$ cat src/rtl/sync_up_counter_gl.sv
// rtl/sync_up_counter_gl.sv - 4-bit gate-level up counter with load, enable, decade mode and terminal count
// Flop cell plus next-state network built only from gate primitives.

module DFlipFlop (
    input  logic clk,
    input  logic rst,
    input  logic d,
    output logic q
);
    always_ff @(posedge clk or posedge rst) begin
        if (rst)
            q <= 1'b0;
        else
            q <= d;
    end
endmodule

module sync_up_counter_gl (
    input  logic       clk,
    input  logic       rst,
    input  logic       en,
    input  logic       load,
    input  logic [3:0] load_val,
    input  logic       dec_mode,
    output logic [3:0] out,
    output logic       tc
);
    wire [3:0] q;
    wire [3:0] inc;
    wire [3:0] cnt;
    wire [3:0] nxt;
    wire       c1, c2;
    wire       lo_any, ge9, all15;
    wire       ndec, wrap_dec, wrap_bin, wrap, nwrap;
    wire       nload, nen, sel_cnt, sel_hold;

    // Ripple-carry incrementer
    not g_inc0 (inc[0], q[0]);
    xor g_inc1 (inc[1], q[1], q[0]);
    and g_c1   (c1, q[1], q[0]);
    xor g_inc2 (inc[2], q[2], c1);
    and g_c2   (c2, q[2], c1);
    xor g_inc3 (inc[3], q[3], c2);

    // Wrap detect: decade wraps on any value >= 9 so loaded 10..15 recover to 0
    or  g_lo_any (lo_any, q[0], q[1], q[2]);
    and g_ge9    (ge9, q[3], lo_any);
    and g_all15  (all15, q[3], c2);
    not g_ndec   (ndec, dec_mode);
    and g_wdec   (wrap_dec, dec_mode, ge9);
    and g_wbin   (wrap_bin, ndec, all15);
    or  g_wrap   (wrap, wrap_dec, wrap_bin);
    not g_nwrap  (nwrap, wrap);
    and g_tc     (tc, en, wrap);

    // One-hot selection: load > count > hold
    not g_nload (nload, load);
    not g_nen   (nen, en);
    and g_scnt  (sel_cnt, nload, en);
    and g_shold (sel_hold, nload, nen);

    genvar i;
    generate
        for (i = 0; i < 4; i++) begin : g_bit
            wire t_load, t_cnt, t_hold;
            and g_cnt   (cnt[i], inc[i], nwrap);
            and g_tload (t_load, load, load_val[i]);
            and g_tcnt  (t_cnt, sel_cnt, cnt[i]);
            and g_thold (t_hold, sel_hold, q[i]);
            or  g_nxt   (nxt[i], t_load, t_cnt, t_hold);

            DFlipFlop u_ff (
                .clk (clk),
                .rst (rst),
                .d   (nxt[i]),
                .q   (q[i])
            );
        end
    endgenerate

    assign out = q;
endmodule
$ cat config.mk
export PLATFORM = sky130hd
export DESIGN_NAME = sync_up_counter_gl
export DESIGN_NICKNAME = d
export VERILOG_FILES = /design/src/rtl/sync_up_counter_gl.sv
export SDC_FILE = /design/constraint.sdc
export NUM_CORES = 1
export LEC_CHECK = 0
export CAP_MARGIN = 20
export CORE_AREA = 8 8 45 47
export DETAILED_ROUTE_END_ITERATION = 6
export DIE_AREA = 0 0 53 55
export GPL_ROUTABILITY_DRIVEN = 0
export PLACE_DENSITY = 0.53
export SLEW_MARGIN = 20
export SYNTH_ARGS = -nofsm -noshare
export SYNTH_HDL_FRONTEND = slang
export SYNTH_HIERARCHICAL = 1
export SYNTH_SLANG_ARGS = --single-unit
$ cat constraint.sdc
create_clock -name clk -period 1.85 [get_ports clk]
set_input_delay 0.37 -clock clk [delete_from_list [all_inputs] [get_ports clk]]
set_output_delay 0.37 -clock clk [all_outputs]
set_load 0.05 [all_outputs]
==> metrics.md <==
| Metric | Value |
|---|---|
| Maximum number of pins on one net before global-route repair | `9` |
| Leading cell types in the layout, fill and taps excluded | `12 x sky130_fd_sc_hd__buf_4, 8 x sky130_fd_sc_hd__a21oi_1, 8 x sky130_fd_sc_hd__clkdlybuf4s50_1, 7 x sky130_fd_sc_hd__inv_1` |
| Number of maximum-capacitance constraint violations | `0` |
| Largest regs | `g_bit.u_ff/q (4)` |
| Die width | `53 µm` |
| Final std cell area, no fill | `618.1 µm²` |
| Hold WC Path Type | `input port to asynchronous set/reset pin` |
| Fin Clk Skew | `0.006466 ns` |
| Failing checks | `setup timing` |
| Crit path max fanout | `2` |
| Deepest level of the CTS H-tree | `1` |
| DIE HEIGHT | `55 µm` |
| Synthesized netlist net count | `49` |
| Starting density of the core | `22.69%` |
| Slew margin rel. | `83.42%` |
| Clock tree from TritonCTS | `yes` |
| Setup repair after global routing missed its margin | `true` |
| Largest register FFs | `4` |
| Antenna viol nets, final | `0` |
| Synth Area in Simple Gates | `17.53%` |
| Multiplexer fraction of the synthesized cell area | `0%` |
| DPL Wire Length | `706.7 µm` |
| Yosys Warn Count | `6` |
| Number of endpoints with negative hold slack in the final report | `0` |
| Power Dens Cells | `674.9 nW/µm²` |
| Number of distinct library cells after synthesis | `11` |
| Share of the clock period used by the worst path after layout | `103.4%` |
| Overall overflow remaining after global route | `0` |
| Fraction of final layout cells with drive strength greater than 1 | `43.55%` |
| First-pass GRT wire length | `1.745 mm` |
| Leakage power of the design | `0.2713 nW` |
| Clock-pin slew reported for the worst setup and hold paths after clock tree synthesis | `0.04 ns` |
| Via count of the first global-routing pass | `408` |
| Num Clock Sinks | `4` |
| Post-Synthesis Cell Area | `314.1 µm²` |
| Result of the run | `complete, but fails checks` |
| Area growth, synth to finish | `96.81%` |
| Core Footprint | `1384 µm²` |
| Die area | `2915 µm²` |
| Post-synthesis average cell area | `8.724 µm²` |
| Ant. Diodes | `0` |
| Reg-to-reg endpoint | `g_bit[0].u_ff/q$_DFF_PP0_` |
| Placed cell areas | `513.0 µm²` |
| Post-Route WL | `898 µm` |
| Synthesized-area fraction occupied by ao, oa, aoi and oai cells | `26.29%` |
| Worst EP required | `1.48 ns` |
| Startpoint type of the worst setup path | `flip-flop` |
| Antenna violations before repair | `0` |
| Placed insts | `70` |
| Time the worst path needs with I/O delays and setup | `1.914 ns` |
| Crit path DAT | `1.54 ns` |
| Router iterations before antenna repair | `4` |
| Setup-violating endpoint count in the final report | `1` |
| Number of cell instances on the worst register-to-register path | `8` |
| Clock network latency to the later pin of the worst-skew pair | `0.23 ns` |
| CTS root buffer | `sky130_fd_sc_hd__clkbuf_4` |
| Global routing usage summed across all routing layers | `8.105%` |
| TritonCTS buffer count | `3` |
| Count of non-filler cells in the finished layout | `78` |
| Count of final max-slew check failures | `0` |
| Share of the yosys chip area belonging to registers | `31.87%` |
| Critical Path Sink Type | `output pin` |
| Register ranked first by flip-flop count | `g_bit.u_ff/q` |
| Number of remaining DRC errors | `0` |
| Startpoint of the lowest-slack register-to-register path | `g_bit[0].u_ff/q$_DFF_PP0_` |
| Aggregate negative setup slack | `-0.06368 ns` |
| Highest achievable clock rate | `522.6 MHz` |
| Routed WL per cell | `11.51 µm` |
| Fin nets | `76` |
| Number of hold buffers added after cts | `0` |
| Flops & latches, synth | `4` |
| Top-Level Pins | `14` |
| Max IR drop VDD | `286.5 µV` |
| I/O Buffers | `13` |
| Parity-gate share of the synthesized area counting xor and xnor cells | `0%` |
| Worst Tran Pin Value | `0.2479 ns` |
| Vias per cell | `4.564` |
| Area share of fa/ha/maj cells after synthesis | `15.94%` |
| Via count | `356` |
| Synthesized netlist cell count | `36` |
| Worst reg-to-reg setup slack | `0.33 ns` |
| Place WS | `0.08763 ns` |
| Most common cell after layout, fill and taps aside | `sky130_fd_sc_hd__buf_4` |
| Startpoint-to-endpoint class of the critical path | `flip-flop to output pin` |
| DRC violation total after the first TritonRoute iteration | `1` |
| Fin worst setup slack | `-0.06368 ns` |
| Largest family of logic cells by synthesized area | `compound AO/OA/AOI/OAI gates` |
| Floorplan row count | `14` |
| Max Buffers Root-to-Sink | `2` |
==> through the flow <==
step	util, %	hold slack (ns)	total power [mW]
2_1_floorplan	-	0.09871	0.2032
3_3_place_gp	37.07	0.6034	0.2717
3_5_place_dp	37.07	0.6016	0.2727
4_1_cts	44.67	0.3448	0.4280
5_1_grt	44.67	0.3744	0.4603
6_report	44.67	0.3516	0.4171
==> how the worst max path moves through the flow <==
| stage | from | end | slack (ns) | cells after the start |
|---|---|---|---|---|
| floorplan | g_bit[1].u_ff/q$_DFF_PP0_ | tc | 0.004 | 6 |
| global placement | g_bit[1].u_ff/q$_DFF_PP0_ | tc | 0.11 | 7 |
| detailed placement | g_bit[1].u_ff/q$_DFF_PP0_ | tc | 0.09 | 7 |
| CTS | g_bit[0].u_ff/q$_DFF_PP0_ | tc | -0.08 | 7 |
| global route | g_bit[0].u_ff/q$_DFF_PP0_ | tc | -0.12 | 7 |
| finish | g_bit[0].u_ff/q$_DFF_PP0_ | tc | -0.06 | 7 |
==> synthesized netlist by cell type (all sizes together) <==
| cell | n | area [µm²] |
|---|---|---|
| o2111ai | 4 | 35.03 |
| nand2 | 1 | 3.750 |
| ha | 4 | 50.05 |
| nand2b | 1 | 8.760 |
| o21a | 1 | 7.510 |
| nor2b | 5 | 38.78 |
| dfrtp | 4 | 100.1 |
| nor2 | 1 | 3.750 |
| inv | 7 | 26.28 |
| a21oi | 8 | 40.04 |
==> logic make-up after synthesis <==
logic type               count (synthesis)
AO/OA/AOI/OAI                           13
adder cells (fa/ha/maj)                  4
buffers and inverters                    7
flip-flops                               4
AND/OR/NAND/NOR                          8
==> per-layer routing <==
layer  global-route usage (%)  wire length [µm]
met3                    2.139                69
met5                        0                 0
met4                    5.172                 0
met1                    8.257               352
met2                    14.45               475
==> critical path: stages, from the launching register on <==
cell	delay, ns
sky130_fd_sc_hd__dfrtp_2	0.42
sky130_fd_sc_hd__ha_4	0.17
sky130_fd_sc_hd__ha_4	0.15
sky130_fd_sc_hd__ha_4	0.15
sky130_fd_sc_hd__nand2b_4	0.06
sky130_fd_sc_hd__o21a_1	0.16
sky130_fd_sc_hd__nor2_4	0.05
sky130_fd_sc_hd__buf_12	0.14
==> layout make-up <==
type                       count  area, µm²
multi-input combinational     25      240.2
sequential                     4      103.9
inverter                       7      26.28
fill                         153      765.7
clock buffer                   4      26.28
tap                           16      20.02
timing repair buffer          22      201.4
==> power by group <==
group	internal [mW]	switching (mW)
logic	0.0892	0.0953
clock network	0.0810	0.0360
registers	0.0999	0.0158
total	0.270	0.147
==> what timing repair did <==
item                       4_1_cts  5_1_grt
pin swaps                        3        2
gates resized for setup          9        0
setup endpoints to repair        1        1
setup buffers                    4        0
cloned                           0        0
(Power assumes the default switching activity.)
